$ cat src/rtl/piso_frame_sequencer.sv
// piso_frame_sequencer
//
// Frames a parallel word for a single-wire serial line. A word accepted over
// the in_valid/in_ready handshake is parallel-loaded into a shift register
// and sent LSB-first: one low start bit, DATA_W data bits, an optional even
// parity bit, then one high stop bit. Every bit is held for DIV clocks.
//
// Optional feature: define PISO_SEQ_PARITY_EN to insert an even-parity bit
// between the last data bit and the stop bit. The parity bit is the XOR of
// the accepted word and is captured at load.
//
// Parameters:
//   DATA_W  data bits per frame (1..16)
//   DIV     clocks per serial bit (1..256)
//
// Ports:
//   clk         clock, all logic on posedge
//   reset       synchronous, active-high; aborts any frame in flight
//   in_data     parallel word to send
//   in_valid    producer has a word
//   in_ready    sequencer can accept a word (high only in IDLE)
//   ser_out     registered serial line, idle high
//   busy        a frame is in progress
//   frame_done  one-cycle pulse in the last cycle of the stop bit

module piso_frame_sequencer #(
  parameter int DATA_W = 8,
  parameter int DIV    = 4
) (
  input  logic              clk,
  input  logic              reset,
  input  logic [DATA_W-1:0] in_data,
  input  logic              in_valid,
  output logic              in_ready,
  output logic              ser_out,
  output logic              busy,
  output logic              frame_done
);

  localparam int DIV_W = (DIV > 1) ? $clog2(DIV) : 1;
  localparam int BIT_W = (DATA_W > 1) ? $clog2(DATA_W) : 1;

  localparam logic [DIV_W-1:0] DIV_LAST = DIV_W'(DIV - 1);
  localparam logic [DIV_W-1:0] DIV_ONE  = DIV_W'(1);
  localparam logic [BIT_W-1:0] BIT_LAST = BIT_W'(DATA_W - 1);
  localparam logic [BIT_W-1:0] BIT_ONE  = BIT_W'(1);

  // With a one-clock bit, the first cycle of the stop bit is also its last.
  localparam logic STOP_IS_ONE_CYCLE = (DIV == 1);

`ifdef PISO_SEQ_PARITY_EN
  typedef enum logic [2:0] {IDLE, START, DATA, PARITY, STOP} state_t;
`else
  typedef enum logic [1:0] {IDLE, START, DATA, STOP} state_t;
`endif

  state_t            state;
  logic [DATA_W-1:0] sh;
  logic [DIV_W-1:0]  div_cnt;
  logic [BIT_W-1:0]  bit_cnt;
`ifdef PISO_SEQ_PARITY_EN
  logic              par;
`endif

  logic [DATA_W-1:0] sh_shift;
  logic [DIV_W-1:0]  div_inc;
  logic              bit_end;

  assign sh_shift = sh >> 1;
  assign div_inc  = div_cnt + DIV_ONE;
  assign bit_end  = (div_cnt == DIV_LAST);

  // Outputs are registered from the next-state / next-sh values, so the line
  // only changes on bit boundaries and never glitches.
  always_ff @(posedge clk) begin
    if (reset) begin
      state      <= IDLE;
      sh         <= '0;
      div_cnt    <= '0;
      bit_cnt    <= '0;
`ifdef PISO_SEQ_PARITY_EN
      par        <= 1'b0;
`endif
      ser_out    <= 1'b1;
      in_ready   <= 1'b1;
      busy       <= 1'b0;
      frame_done <= 1'b0;
    end else begin
      frame_done <= 1'b0;
      case (state)
        IDLE: begin
          if (in_valid) begin
            sh       <= in_data;
`ifdef PISO_SEQ_PARITY_EN
            par      <= ^in_data;
`endif
            div_cnt  <= '0;
            state    <= START;
            ser_out  <= 1'b0;
            in_ready <= 1'b0;
            busy     <= 1'b1;
          end else begin
            ser_out  <= 1'b1;
            in_ready <= 1'b1;
            busy     <= 1'b0;
          end
        end

        START: begin
          if (bit_end) begin
            div_cnt <= '0;
            bit_cnt <= '0;
            state   <= DATA;
            ser_out <= sh[0];
          end else begin
            div_cnt <= div_inc;
          end
        end

        DATA: begin
          if (bit_end) begin
            div_cnt <= '0;
            sh      <= sh_shift;
            if (bit_cnt == BIT_LAST) begin
              bit_cnt    <= '0;
`ifdef PISO_SEQ_PARITY_EN
              state      <= PARITY;
              ser_out    <= par;
`else
              state      <= STOP;
              ser_out    <= 1'b1;
              frame_done <= STOP_IS_ONE_CYCLE;
`endif
            end else begin
              bit_cnt <= bit_cnt + BIT_ONE;
              ser_out <= sh_shift[0];
            end
          end else begin
            div_cnt <= div_inc;
          end
        end

`ifdef PISO_SEQ_PARITY_EN
        PARITY: begin
          if (bit_end) begin
            div_cnt    <= '0;
            state      <= STOP;
            ser_out    <= 1'b1;
            frame_done <= STOP_IS_ONE_CYCLE;
          end else begin
            div_cnt <= div_inc;
          end
        end
`endif

        STOP: begin
          if (bit_end) begin
            div_cnt  <= '0;
            state    <= IDLE;
            ser_out  <= 1'b1;
            in_ready <= 1'b1;
            busy     <= 1'b0;
          end else begin
            div_cnt    <= div_inc;
            // Pulse lands in the cycle whose counter reaches the last slot.
            frame_done <= (div_inc == DIV_LAST);
          end
        end

        default: begin
          state    <= IDLE;
          ser_out  <= 1'b1;
          in_ready <= 1'b1;
          busy     <= 1'b0;
        end
      endcase
    end
  end

endmodule

$ cat config.mk
export PLATFORM = sky130hd
export DESIGN_NAME = piso_frame_sequencer
export DESIGN_NICKNAME = d
export VERILOG_FILES = /design/src/rtl/piso_frame_sequencer.sv
export SDC_FILE = /design/constraint.sdc
export NUM_CORES = 1
export LEC_CHECK = 0
export CAP_MARGIN = 0
export CORE_MARGIN = 1.5
export CORE_UTILIZATION = 30
export CTS_CLUSTER_DIAMETER = 120
export DETAILED_ROUTE_END_ITERATION = 16
export DONT_BUFFER_PORTS = 1
export GPL_TIMING_DRIVEN = 0
export PLACE_DENSITY = 0.49
export SYNTH_ARGS = -nofsm -noshare
export SYNTH_HDL_FRONTEND = slang
export SYNTH_SLANG_ARGS = --single-unit
$ cat constraint.sdc
create_clock -name clk -period 1.4 [get_ports clk]
set_input_delay 0.28 -clock clk [delete_from_list [all_inputs] [get_ports clk]]
set_output_delay 0.28 -clock clk [all_outputs]
set_load 0.005 [all_outputs]
== Word-level counts from Yosys, hierarchy flattened ==
Cells that the tools add are included.

* Register bits: 19
* Input bits: 11
* Output and inout port bits: 4
* Logic and storage cells: 59

* $add $sub $neg: 2
* Equality and inequality tests: 11
* Mux-type cells: 26
* Bitwise operators: 1
* Reductions and logical operators: 11

{| class="wikitable"
|+ Operators by type and width
! kind !! count
|-
| $mux 8 || 2
|-
| $pmux 8 s2 || 1
|-
| $mux 2 || 7
|-
| $ne 2x2->1 const B || 5
|-
| $mux 3 || 3
|-
| $reduce_and 3->1 || 3
|-
| $eq 2x2->1 const B || 4
|-
| $pmux 2 s4 || 1
|-
| $mux 1 || 7
|-
| $pmux 3 s2 || 1
|-
| $reduce_bool 2->1 || 3
|-
| $reduce_or 3->1 || 2
|-
| $reduce_and 5->1 || 1
|-
| $pmux 1 s2 || 2
|-
| $pmux 1 s4 || 1
|-
| $pmux 2 s2 || 1
|-
| $add 3x1->3 const B || 1
|-
| $eq 3x3->1 const B || 1
|-
| $add 2x1->2 const B || 1
|-
| $eq 2x1->1 const B || 1
|-
| $logic_not 2->1 || 1
|-
| $reduce_and 2->1 || 1
|-
| $not 1->1 || 1
|}

== Longest topological paths before layout ==
* Depth after elaboration: 4
* Gate-level depth with buffers: 8
* Mapped depth without buffers: 5

== Least setup slack after synthesis ==
OpenSTA, ideal clock, no wires.

* Path kind: register to register
* Start point: register state[0]
* End point: register sh[2]
* Setup time: 0.133 ns
* Arrival time: 1.397 ns
* Required time: 1.267 ns
* Slack: -0.130 ns
* Stages on the path, launching flop included: 8
* Buffers on the path: 2
* Period minus slack after synthesis: 1.530 ns
* Path through: dfxtp_1 inv_1 ha_1 buf_6 mux2_4 buf_6 a21oi_2 a311oi_2

* Word-level cells in the longest chain between the ends: 3
* Elaborated cells between the ends (all ways): 7
* Classes of those cells: 3 x eq/ne; 1 x mux; 3 x reduce/logical

{| class="wikitable"
|+ RTL lines
! item !! line !! source
|-
| from (decl) || 57 || <nowiki>state_t state;</nowiki>
|-
| from (signal assigned) || 77 || <nowiki>state <= IDLE;</nowiki>
|-
| from (signal assigned) || 98 || <nowiki>state <= START;</nowiki>
|-
| from (signal assigned) || 113 || <nowiki>state <= DATA;</nowiki>
|-
| $eq 2x2->1 / $logic_not 2->1 (equally long branches) || 90 || <nowiki>case (state)</nowiki>
|-
| $ne 2x2->1 (no source line) / $reduce_bool 2->1 (equally long branches) || -- ||
|-
| $reduce_and 3->1 (no source line) || -- ||
|-
| to (signal assigned) || 93 || <nowiki>sh <= in_data;</nowiki>
|-
| to (signal assigned) || 123 || <nowiki>sh <= sh_shift;</nowiki>
|-
| to (decl) || 58 || <nowiki>logic [DATA_W-1:0] sh;</nowiki>
|}

Parallel ways exist; a longest one is shown, timed or not.
A chain may end at the register's enable or synchronous reset.

== Final worst setup path ==
* Start point: register state[0]
* End point: register ser_out

* Word-level cells in the longest chain between the ends: 3
* Elaborated cells between the ends (all ways): 9
* Classes of those cells: 6 x eq/ne; 1 x mux; 2 x reduce/logical

{| class="wikitable"
|+ RTL lines
! item !! line !! source
|-
| $eq 2x1->1 / $eq 2x2->1 (equally long branches) || 90 ||
|-
| $ne 2x2->1 (no source line) || -- ||
|-
| $reduce_and 3->1 (no source line) || -- ||
|-
| to (signal assigned) || 114 || <nowiki>ser_out <= sh[0];</nowiki>
|-
| to (signal assigned) || 136 || <nowiki>ser_out <= sh_shift[0];</nowiki>
|-
| to (decl) || 35 || <nowiki>output logic ser_out,</nowiki>
|}

Parallel ways exist; a longest one is shown, timed or not.

==> reports/metrics.cfg <==
[worst_setup_path]
cp-start-kind = flip-flop
ff2ff_path_depth = 6
rrSetupSlack_ns = -0.05
cpPeakStageDelay_ns = 0.36
critical_path_buf_inv_count = 2
r2r_end = ser_out$_SDFFE_PP1P_
cp_top_family = flip-flops
end_kind = flip-flop
crit_fanout = 3
cp.required_ns = 1.60
rr_startpoint = state[0]$_SDFFE_PP0P_
worstPathCellList = inv_2 -> ha_4 -> buf_4 -> nor3_4 -> nor2_1 -> a221o_1
cp.arrival_ns = 1.65
cp-startpoint = state[0]$_SDFFE_PP0P_
critPathSlowestCell = dfxtp_2
crit_type = flip-flop to flip-flop

[clocking]
htree_num_levels = 1
clockBufferDepth = 2
cts_buffers = 3
ctsRootBufferMaster = clkbuf_4
cts_tree = done
cts_sinks = 19
clk_pin_slew_ns = 0.12
hold_buffers = 0
clkLatencyLatePin_ns = 0.30

[layout]
final-seq-area_sq_um = 385
layout-drive-gt1-share_pct = 40.2
stdcell_count = 158
design_area_sq_um = 1340
syn_to_final_growth_pct = 25.7
nNetsFinal = 132
fillCellCount = 355
multiInputGateArea_sq_um = 684
diodes = 0

[sta]
hold_viol = 0
fin_crit_sh_pct = 104
slew_headroom_pct = 65.1
tightest_slew_ns = 0.524
setup_viol = 7
finClkSkew_ns = 0.00993
tns_ns = -0.167
min_period_ns = 1.45
fmaxAchievable_ghz = 0.688
rsz0062_at_grt = yes
slew_viol_final = 0
fin_ws_ns = -0.0540

[global_route]
grt_pass1_wl_mm = 3.85
grt_max_degree = 11
grt_pass1_vias = 769
grt_usage_pct = 12.4
antenna_found_initial = 0
gr-total-overflow = 0

[die]
num_rows = 21
start_util_pct = 31.7
dieArea_sq_um = 3920
num_io_pins = 15
die_x_um = 62.6
core_area_sq_um = 3360
die_h_um = 62.6

[status]
status = finished with violations
violations = setup timing

[power]
leakage_nw = 0.493
swShare_pct = 39.3
internal-power_mw = 2.01
p_total_mw = 3.31
p_clk_share_pct = 8.9
pwr-share-seq_pct = 27.4
p_per_area_nw_per_um2 = 2470
pwr-share-comb_pct = 63.7
p_sw_mw = 1.30
ir_drop_mv = 0.811

[synthesis]
synth_compound_area_share_pct = 26.4
synth.net_count = 120
synth_mux_area_share_pct = 10.9
synth_fa_ha_area_share_pct = 9.39
synth_top_family_by_area = compound AO/OA/AOI/OAI gates
synth-xor-area-share_pct = 0
ys_seq_area_share_pct = 35.7
synth_seq_cells = 19
syn_avg_cell_area_sq_um = 10.6
yosysWarnings = 0
synth_simple_gate_area_share_pct = 9.62
synthCells = 101
synthesis.area_sq_um = 1070
yosys.cell_types.count = 33

[route]
routed_wl_mm = 2.38
num_vias = 806
wl_per_cell_um = 15.1
drcViolationCount = 0
drt-initial-drc-count = 15
ant_nets = 0
routed_via_density = 5.10
first_pass_iters = 4

[placed_design]
hpwlAfterDp_mm = 1.57
dp.cells = 147
place_congestion = 0.704
dpl_cell_area_sq_um = 1160
io_buffer_count = 0

[job]
max_cap_viol_count = 0

[min_path]
hold_end = state[0]$_SDFFE_PP0P_
hold_path.startpoint = reset
whs_path_depth = 2
hp-class = input port to flip-flop

logic make-up (layout without fill, tap and decap cells):
group	count (synthesis)	count (layout)
simple gates	19	19
fa+ha+maj	8	8
buf+inv	14	25
compound gates	30	30
mux	11	11
flops	19	19
worst reg2reg max path: stages, from the launching register on:
cell	delay [ns]
dfxtp_2	0.36
inv_2	0.06
ha_4	0.17
buf_4	0.15
nor3_4	0.22
nor2_1	0.06
a221o_1	0.33
cells in the final DEF (no fill, tap or decap), types with 3 or more instances in the layout:
master     n
dfxtp_1   17
mux2i_1    9
nor2_1     8
a311oi_2   7
buf_4      6
nand2b_1   4
ha_1       4
inv_1      3
buf_6      3
a21oi_2    3
a21oi_4    3
a32oi_1    3
clkbuf_4   3
stage by stage:
stage | setup slack [ns] | utilization (%) | hold WS (ns)
after floorplan | -0.0321 | - | 0.451
after global placement | -0.106 | 34.5 | 0.464
after detailed placement | -0.125 | 34.5 | 0.467
after CTS | -0.0929 | 37.9 | 0.131
after global routing | -0.109 | 39.8 | 0.142
final | -0.0540 | 39.8 | 0.137
Yosys cell counts, drive strengths merged:
cell type / count / area share (%)
o22ai: 1 / 0.59
inv: 5 / 1.8
o21ai: 2 / 0.94
ha: 8 / 9.4
mux2i: 9 / 8.5
nand2b: 5 / 3.2
a21bo: 1 / 0.94
mux2: 2 / 2.5
o21bai: 1 / 0.70
a211oi: 1 / 0.70
nor4bb: 1 / 0.94
a21oi: 8 / 4.8
o221a: 1 / 1.1
nor3: 2 / 1.4
a2bb2oi: 1 / 0.82
nand2: 2 / 0.70
a311oi: 7 / 9.9
dfxtp: 19 / 36
buf: 6 / 4.8
o22a: 2 / 1.6
clkbuf: 3 / 1.4
o21ba: 1 / 0.94
a221o: 1 / 0.94
a32oi: 3 / 2.5
nand4: 1 / 0.59
nor2: 8 / 2.8
final cells by class:
type | count | share of cell area (%)
Tap cell | 46 | 4.30
Timing Repair Buffer | 9 | 7.10
Clock buffer | 4 | 1.96
Buffer | 7 | 5.23
Sequential cell | 19 | 28.8
Multi-Input combinational cell | 68 | 51.1
Inverter | 5 | 1.59
routing by layer:
layer | GRT usage, % | routed length, um | up-vias
met5 | 0 | 0 | -
met4 | 5.00 | 19 | 0
met3 | 2.88 | 85 | 2
met2 | 19.8 | 1120 | 10
met1 | 16.3 | 1160 | 397
li1 | - | - | 397
sequential cells by signal, summed over array words and instances, names as in the netlist:
signal and count:
bit_cnt 3, busy 1, div_cnt 2, frame_done 1
in_ready 1, ser_out 1, sh 8, state 2
power by group through the flow:
stage | logic [mW] | clock network [mW] | registers (mW)
6_report | 2.11 | 0.296 | 0.909
5_1_grt | 2.28 | 0.330 | 0.933
4_1_cts | 1.91 | 0.306 | 0.898
3_5_place_dp | 1.52 | 0 | 0.896
3_3_place_gp | 1.48 | 0 | 0.890
2_1_floorplan | 1.30 | 0 | 0.861
worst max path at each step:
stage / endpoint / depth (start not counted) / slack (ns)
6_report: ser_out$_SDFFE_PP1P_ / 6 / -0.05
5_1_grt: sh[7]$_SDFFE_PP0P_ / 6 / -0.11
4_1_cts: state[1]$_SDFFE_PP0P_ / 5 / -0.09
3_5_place_dp: sh[6]$_SDFFE_PP0P_ / 6 / -0.13
3_3_place_gp: sh[5]$_SDFFE_PP0P_ / 6 / -0.11
2_1_floorplan: sh[0]$_SDFFE_PP0P_ / 6 / -0.03
timing repair:
item	CTS	global route
setup endpoints to repair	17	17
setup buffers	5	2
endpoints found under the hold margin	0	0
gates cloned	1	1
pin swaps	12	5
resized for setup	11	8
Power figures use the tool's default switching activity.
